`src/rtl/mem_arb_pkg.sv`:
```
// rtl/mem_arb_pkg.sv - shared types and defaults for the two-requester memory arbiter
package mem_arb_pkg;

  localparam int DEF_ADDR_W = 28;
  localparam int DEF_LINE_W = 128;

  typedef enum logic [1:0] {
    IDLE   = 2'd0,
    I_BUSY = 2'd1,
    D_BUSY = 2'd2,
    DONE   = 2'd3
  } state_t;

  typedef enum logic {
    OWN_I = 1'b0,
    OWN_D = 1'b1
  } owner_t;

endpackage

```
`src/rtl/rr_arb2.sv`:
```
// rtl/rr_arb2.sv - combinational two-input round-robin pick
module rr_arb2
  import mem_arb_pkg::*;
(
  input  logic   req_i,
  input  logic   req_d,
  input  owner_t last_grant,
  output owner_t grant,
  output logic   valid
);

  always_comb begin
    valid = req_i | req_d;
    grant = OWN_I;
    if (req_i && req_d) begin
      // On a tie the side that did not win last time gets the port.
      grant = (last_grant == OWN_I) ? OWN_D : OWN_I;
    end else if (req_d) begin
      grant = OWN_D;
    end
  end

endmodule

```
`src/rtl/mem_arbiter.sv`:
```
// rtl/mem_arbiter.sv - I/D cache arbiter onto a single shared memory port
module mem_arbiter
  import mem_arb_pkg::*;
#(
  parameter int ADDR_W = DEF_ADDR_W,
  parameter int LINE_W = DEF_LINE_W
) (
  input  logic              clk,
  input  logic              rst_n,
  input  logic              i_read,
  input  logic [ADDR_W-1:0] i_addr,
  output logic              i_ready,
  input  logic              d_read,
  input  logic              d_write,
  input  logic [ADDR_W-1:0] d_addr,
  input  logic [LINE_W-1:0] d_wdata,
  output logic              d_ready,
  output logic [LINE_W-1:0] rdata,
  output logic              mem_read,
  output logic              mem_write,
  output logic [ADDR_W-1:0] mem_addr,
  output logic [LINE_W-1:0] mem_wdata,
  input  logic [LINE_W-1:0] mem_rdata,
  input  logic              mem_ready
);

  state_t state;
  owner_t last_grant;
  owner_t pick;
  logic   pick_valid;
  logic   req_d;

  assign req_d = d_read | d_write;

  rr_arb2 u_rr_arb2 (
    .req_i      (i_read),
    .req_d      (req_d),
    .last_grant (last_grant),
    .grant      (pick),
    .valid      (pick_valid)
  );

  always_ff @(posedge clk or negedge rst_n) begin
    if (!rst_n) begin
      state      <= IDLE;
      last_grant <= OWN_I;
      i_ready    <= 1'b0;
      d_ready    <= 1'b0;
      rdata      <= '0;
      mem_read   <= 1'b0;
      mem_write  <= 1'b0;
      mem_addr   <= '0;
      mem_wdata  <= '0;
    end else begin
      case (state)
        IDLE: begin
          if (pick_valid) begin
            last_grant <= pick;
            if (pick == OWN_I) begin
              mem_read  <= 1'b1;
              mem_write <= 1'b0;
              mem_addr  <= i_addr;
              state     <= I_BUSY;
            end else begin
              // A simultaneous read+write from D is issued as a write.
              mem_read  <= ~d_write;
              mem_write <= d_write;
              mem_addr  <= d_addr;
              mem_wdata <= d_wdata;
              state     <= D_BUSY;
            end
          end
        end
        I_BUSY, D_BUSY: begin
          if (mem_ready) begin
            if (mem_read) begin
              rdata <= mem_rdata;
            end
            mem_read  <= 1'b0;
            mem_write <= 1'b0;
            if (state == I_BUSY) begin
              i_ready <= 1'b1;
            end else begin
              d_ready <= 1'b1;
            end
            state <= DONE;
          end
        end
        DONE: begin
          i_ready <= 1'b0;
          d_ready <= 1'b0;
          state   <= IDLE;
        end
        default: state <= IDLE;
      endcase
    end
  end

endmodule

```
`config.mk`:
```
export PLATFORM = sky130hd
export DESIGN_NAME = mem_arbiter
export DESIGN_NICKNAME = d
export VERILOG_FILES = /design/src/rtl/mem_arb_pkg.sv /design/src/rtl/rr_arb2.sv /design/src/rtl/mem_arbiter.sv
export SDC_FILE = /design/constraint.sdc
export NUM_CORES = 1
export LEC_CHECK = 0
export BUFFER_PORTS_ARGS = -buffer_cell sky130_fd_sc_hd__buf_4
export CORE_AREA = 2 2 237 239
export CTS_CLUSTER_DIAMETER = 150
export DETAILED_ROUTE_END_ITERATION = 10
export DIE_AREA = 0 0 239 241
export PLACE_DENSITY = 0.53
export SETUP_SLACK_MARGIN = 0.1
export SLEW_MARGIN = 20
export SYNTH_ARGS = -nofsm -noshare
export SYNTH_HDL_FRONTEND = slang
export SYNTH_SLANG_ARGS = --single-unit
```
`constraint.sdc`:
```
create_clock -name clk -period 5.5 [get_ports clk]
set_input_delay 0.55 -clock clk [delete_from_list [all_inputs] [get_ports clk]]
set_output_delay 0.55 -clock clk [all_outputs]
set_load 0.05 [all_outputs]
```
==> results.toml, run 1 <==
[cts]
worst_skew_pair.late_latency_ns = 0.52
clk_pin_slew_ns = 0.06
clockRootBuffer = "clkbuf_16"
cts.sinks = 291
cts_tree = "built"
cts_buffer_depth = 3
ctsResizeCount = 0
cts-htree-levels = 2
cts_buffers = 35

[grt]
antenna_found_initial = 1
grt_max_degree = 148
grt_pass1_wl_um = 51500
grt_usage_pct = 11.7
grt_pass1_vias = 8461
grt-ovfl-total = 0

[synthesis]
syn_inst = 701
ys_seq_elements = 291
yosysWarnings = 0
syn_area_per_cell_um2 = 16.6
yosysUniqueCellTypes = 28
syn-cell-area_um2 = 11700
synth_fp_nets = 1023
ys_seq_area_share_pct = 62.5

[floorplan]
num_io_pins = 606
start_util_pct = 21.2
die-area_um2 = 57600
die_w_um = 239
core_um2 = 54900
row_count = 86
fp.dieH_um = 241

[sta]
period_minus_slack_ns = 2.82
timing.slew.headroom_pct = 33.6
hold_viol = 0
period_share_pct = 51.3
max_freq_ghz = 0.355
max_slew.worst_pin.slew_ns = 0.996
finalSetupTns_ns = 0
layout_setup_ws_ns = 2.68
rsz0062_at_grt = "false"
drv_slew = 0
fin_skew_ns = 0.0113
setup_viol = 0

[critical_path]
cp.required_ns = 5.90
cp_max_fo = 66
endpoint_kind = "flip-flop"
crit_type = "flip-flop to flip-flop"
startpoint_type = "flip-flop"
arrival_ns = 3.22

[routing]
drt_pre_antenna_iters = 4
avgRoutedWirePerCell_um = 17.3
drc = 0
via_count = 8033
avgViaCountPerCell = 3.94
drt_wl_total_um = 35300
drt_iter0_drc = 200
final_antenna_net_count = 0

[outcome]
outcome = "complete, no violations"

[cells_and_area]
antenna_cells = 0
final_nets = 1637
syn_to_final_growth_pct = 54.8
nFillCells = 5469
drive_gt1_share_pct = 68.7

[flow_run]
maxCapViolations = 0

[placed_design]
place_congestion = 0.756
dp_hpwl_um = 26600
portBuffers = 605
pre_cts_ws_ns = 2.70

[hold_path]
hold_path.class = "primary input to flip-flop"
[worst max-delay path, stage by stage (launching register included)]
cell and delay (ns):
dfrtp_1 0.41, inv_1 0.09, ha_1 0.40, nand3_4 0.74
buf_4 0.62, mux2_2 0.34
[logic make-up after synthesis]
kind of cell | synth area share (%)
buffers and inverters | 2.92
and+or+nand+nor | 1.58
adders and majority gates | 0.430
muxes | 30.6
AOI/OAI and AO/OA | 2.02
DFF | 62.5
[through the flow]
| step | area (um^2) | std cells | utilization, % | hold WS, ns |
|---|---|---|---|---|
| 2_1_floorplan | 11700 | 701 | - | 0.254 |
| 3_3_place_gp | 16900 | 1981 | 30.7 | 0.465 |
| 3_5_place_dp | 16900 | 1981 | 30.7 | 0.472 |
| 4_1_cts | 18000 | 2041 | 32.9 | 0.187 |
| 5_1_grt | 18000 | 2041 | 32.9 | 0.209 |
| 6_report | 18000 | 2041 | 32.9 | 0.242 |
[placed cells by master, fill, tap and decap left out, drive strengths merged, types with 2 or more instances in the layout]
cell	n
buf	614
bufinv	3
clkbuf	52
clkinv	3
dfrtp	291
ha	4
inv	3
mux2	258
mux2i	28
nand2	31
nor2	2
nor2b	2
o21ai	29
o31ai	3
o41ai	2
or2	2
[state kept, by name, summed over array words and instances, names as in the netlist]
signal and cells:
i_ready 1, mem_addr 28, d_ready 1, state 2
mem_wdata 128, mem_read 1, mem_write 1, rdata 128
last_grant 1
[area by class of cell]
cell class                      instances  area, um^2  area share (%)
Clock buffer                           52        1040            5.78
Inverter                                3        11.3          0.0624
Tap cell                              704         881            4.88
Multi-Input combinational cell        369        4060            22.5
Sequential cell                       291        7280            40.4
Clock inverter                          7         113           0.624
Timing Repair Buffer                  615        4650            25.8
[metal layers]
metal	up-vias	track usage [%]	wire, um
li1	3681	-	-
met1	3989	12.8	12600
met2	315	21.1	19000
met3	46	3.90	2990
met4	2	3.98	707
met5	-	0	10
[worst paths after layout]
| path | startpoint | endpoint | slack (ns) | depth (start not counted) |
|---|---|---|---|---|
| worst min-delay path | d_wdata[123] | mem_wdata[123]$_DFFE_PN0P_ | 0.24 | 2 |
| worst max-delay path | state[0]$_DFFE_PN0P_ | rdata[121]$_DFFE_PN0P_ | 2.68 | 5 |
| worst min register to register | mem_addr[26]$_DFFE_PN0P_ | mem_addr[26]$_DFFE_PN0P_ | 0.48 | 2 |
| worst max register to register | state[0]$_DFFE_PN0P_ | rdata[121]$_DFFE_PN0P_ | 2.68 | 5 |
| max in group asynchronous | rst_n | rdata[9]$_DFFE_PN0P_ | 3.57 | 3 |
| min in group asynchronous | rst_n | mem_wdata[127]$_DFFE_PN0P_ | 0.59 | 2 |
[cells in the mapped netlist, drive strengths merged]
master / instances / share of area, %
and3b: 1 / 0.075
or2: 2 / 0.11
nor2: 2 / 0.13
nor2b: 2 / 0.11
inv: 3 / 0.097
ha: 4 / 0.43
dfrtp: 291 / 62
o2bb2ai: 1 / 0.24
o31ai: 3 / 0.19
nor3: 1 / 0.043
clkbuf: 2 / 0.064
buf: 36 / 2.8
nand3: 1 / 0.043
o21ai: 29 / 1.2
nand2: 31 / 1.0
nor4b: 1 / 0.075
a21oi: 1 / 0.043
o41ai: 2 / 0.15
o31a: 1 / 0.075
mux2i: 28 / 2.4
a22o: 1 / 0.075
mux2: 258 / 28
[repair_timing]
item                                    CTS  global route
setup buffers                             0             0
hold endpoints to repair                 21             0
hold buffers                              1             0
endpoints found under the setup margin    0             0
Power of run 1 is not shown: default switching activity piles up to over one toggle a cycle in this logic, so the estimate is an artifact.
==> run 2, diff against run 1 <==
--- a/config.mk
+++ b/config.mk
@@ -6,11 +6,11 @@
 export NUM_CORES = 1
 export LEC_CHECK = 0
 export BUFFER_PORTS_ARGS = -buffer_cell sky130_fd_sc_hd__buf_4
-export CORE_AREA = 2 2 237 239
+export CORE_AREA = 2 2 233 235
 export CTS_CLUSTER_DIAMETER = 150
 export DETAILED_ROUTE_END_ITERATION = 10
-export DIE_AREA = 0 0 239 241
-export PLACE_DENSITY = 0.53
+export DIE_AREA = 0 0 235 237
+export PLACE_DENSITY = 0.54
 export SETUP_SLACK_MARGIN = 0.1
 export SLEW_MARGIN = 20
 export SYNTH_ARGS = -nofsm -noshare
==> constraint.sdc (replaced) <==
create_clock -name clk -period 2.9 [get_ports clk]
set_input_delay 0.29 -clock clk [delete_from_list [all_inputs] [get_ports clk]]
set_output_delay 0.29 -clock clk [all_outputs]
set_load 0.05 [all_outputs]
==> run 2 against run 1 <==
Fmax increased by 22%. Die area fell by 3.3%. Final cell count rose by 13%. Sequential cell count did not move. Cell area increased by 15%. Routed wire length grew 9.4%. Critical path depth up 1. Sequential share of layout area fell by 5.4 points. Count of clock-buffer cells in the layout increased by 5. Worst hold slack worse by 0.19 ns. Global-route usage rose by 1.7 points. Via count up 14%.
==> results.toml, run 2 (synthesis results as in run 1) <==
[outcome]
outcome = "complete, no violations"

[routing]
avgViaCountPerCell = 3.96
met2WireLength_um = 20000
top_layer = "met4"
met3_length_um = 2920
final_antenna_net_count = 0
drt_iter0_drc = 219
drc = 0
via_count = 9159
avgRoutedWirePerCell_um = 16.7
drt_pre_antenna_iters = 4
routedLengthMet1_um = 14600
drt_wl_total_um = 38600

[cts]
ctsResizeCount = 0
cts.sinks = 291
cts_buffers = 36
cts_setup_buffers = 0
worst_skew_pair.late_latency_ns = 0.53
hold_buffers = 258
clk_pin_slew_ns = 0.05
cts_tree = "built"
cts_buffer_depth = 3
clockRootBuffer = "clkbuf_16"
cts-htree-levels = 2

[grt]
grt_usage_pct = 13.4
grt_pass1_vias = 10200
grt_max_degree = 85
antenna_found_initial = 0
grt-ovfl-total = 0
grt_pass1_wl_um = 59100

[critical_path]
startpoint_type = "flip-flop"
cp.required_ns = 3.30
arrival_ns = 2.72
crit_path_max_incr_delay_ns = 0.43
cp_max_fo = 22
crit_type = "flip-flop to flip-flop"
endpoint_kind = "flip-flop"
cp_slowest_cell = "buf_4"
path_cells = "inv_1, ha_1, inv_1, nor2_4, buf_4, mux2_2"
cpMostUsedCell = "inv_1"

[cells_and_area]
final_common_cell = "buf_4"
postLayoutCoreUtil_pct = 39.1
reg_top3 = "mem_wdata: 128 flops, rdata: 128 flops, mem_addr: 28 flops"
antenna_cells = 0
nFillCells = 4968
fin_cells = 2314
syn_to_final_growth_pct = 78.7
drive_gt1_share_pct = 58.3
final_cell_mix = "buf_4 (624), dfrtp_1 (291), dlygate4sd3_1 (258), mux2_2 (149), mux2_4 (100)"
final_nets = 1913

[power]
power.total_mw = 27.9
ir_drop_uv = 623
power_leakage_nw = 9.99
power_density_nw_per_um2 = 1340

[hold_path]
hold_path.class = "primary input to flip-flop"

[sta]
layout_setup_ws_ns = 0.587
drv_slew = 0
fin_skew_ns = 0.0163
timing.slew.headroom_pct = 50.3
setup_viol = 0
max_freq_ghz = 0.432
rsz0062_at_grt = "false"
period_share_pct = 79.8
hold_viol = 0
finalSetupTns_ns = 0
period_minus_slack_ns = 2.31
max_slew.worst_pin.slew_ns = 0.745

[floorplan]
fp.dieH_um = 237
die-area_um2 = 55700
num_io_pins = 606
row_count = 85
start_util_pct = 21.9
die_w_um = 235
core_um2 = 53300

[placed_design]
dp_hpwl_um = 27900
pre_cts_ws_ns = 0.541
dp.cells = 1991
portBuffers = 605
place_congestion = 0.771

[flow_run]
maxCapViolations = 0
## run 2: cell types whose count changed in the layout (fill, tap and decap cells not counted), moves of 5 or more
cell / before / now
dlygate4sd3_1: 1 / 258
buf_12: 2 / 7
clkbuf_8: 6 / 11
buf_4: 611 / 624
## run 2: final timing paths
path | cells past startpoint | end | startpoint | slack, ns
min reg2reg | 2 | mem_addr[8]$_DFFE_PN0P_ | mem_addr[8]$_DFFE_PN0P_ | 0.48
min | 3 | mem_addr[20]$_DFFE_PN0P_ | d_addr[20] | 0.05
max in group asynchronous | 3 | rdata[102]$_DFFE_PN0P_ | rst_n | 1.75
min in group asynchronous | 2 | mem_wdata[68]$_DFFE_PN0P_ | rst_n | 0.37
max reg2reg | 6 | mem_wdata[4]$_DFFE_PN0P_ | state[0]$_DFFE_PN0P_ | 0.59
max | 6 | mem_wdata[4]$_DFFE_PN0P_ | state[0]$_DFFE_PN0P_ | 0.59
## run 2: critical path, delay by kind of cell (launching register included)
| kind | cells | cell delay, ns |
|---|---|---|
| buffers and inverters | 3 | 0.66 |
| adder cells (fa/ha/maj) | 1 | 0.36 |
| AND/OR/NAND/NOR | 1 | 0.37 |
| flip-flops | 1 | 0.41 |
| multiplexers | 1 | 0.38 |
## run 2: power by group
group | internal (mW) | switching [mW] | total [mW]
logic | 5.86 | 10.2 | 16.1
clock network | 2.72 | 1.74 | 4.46
registers | 6.17 | 1.24 | 7.41
total | 14.8 | 13.2 | 27.9
## run 2: stage by stage
step	instance area, um^2	hold slack [ns]
floorplan	11700	-0.00559
global placement	17100	0.336
detailed placement	17100	0.346
CTS	20800	0.00288
global route	20800	0.0236
finish	20800	0.0503
## run 2: per-layer routing
metal	vias up	GRT usage [%]
li1	4252	-
met3	65	4.21
met5	-	0
met4	0	4.95
met2	356	23.8
met1	4486	15.0
## run 2: area by class of cell
type / count / area [um^2] / area share [%]
Timing Repair Buffer: 890 / 7420 / 35.6
Sequential cell: 291 / 7280 / 35.0
Multi-Input combinational cell: 369 / 4060 / 19.5
Clock buffer: 57 / 1110 / 5.33
Tap cell: 696 / 871 / 4.18
Clock inverter: 8 / 72.6 / 0.348
Inverter: 3 / 11.3 / 0.0541
Note: power is estimated with default switching activity, not from simulation.
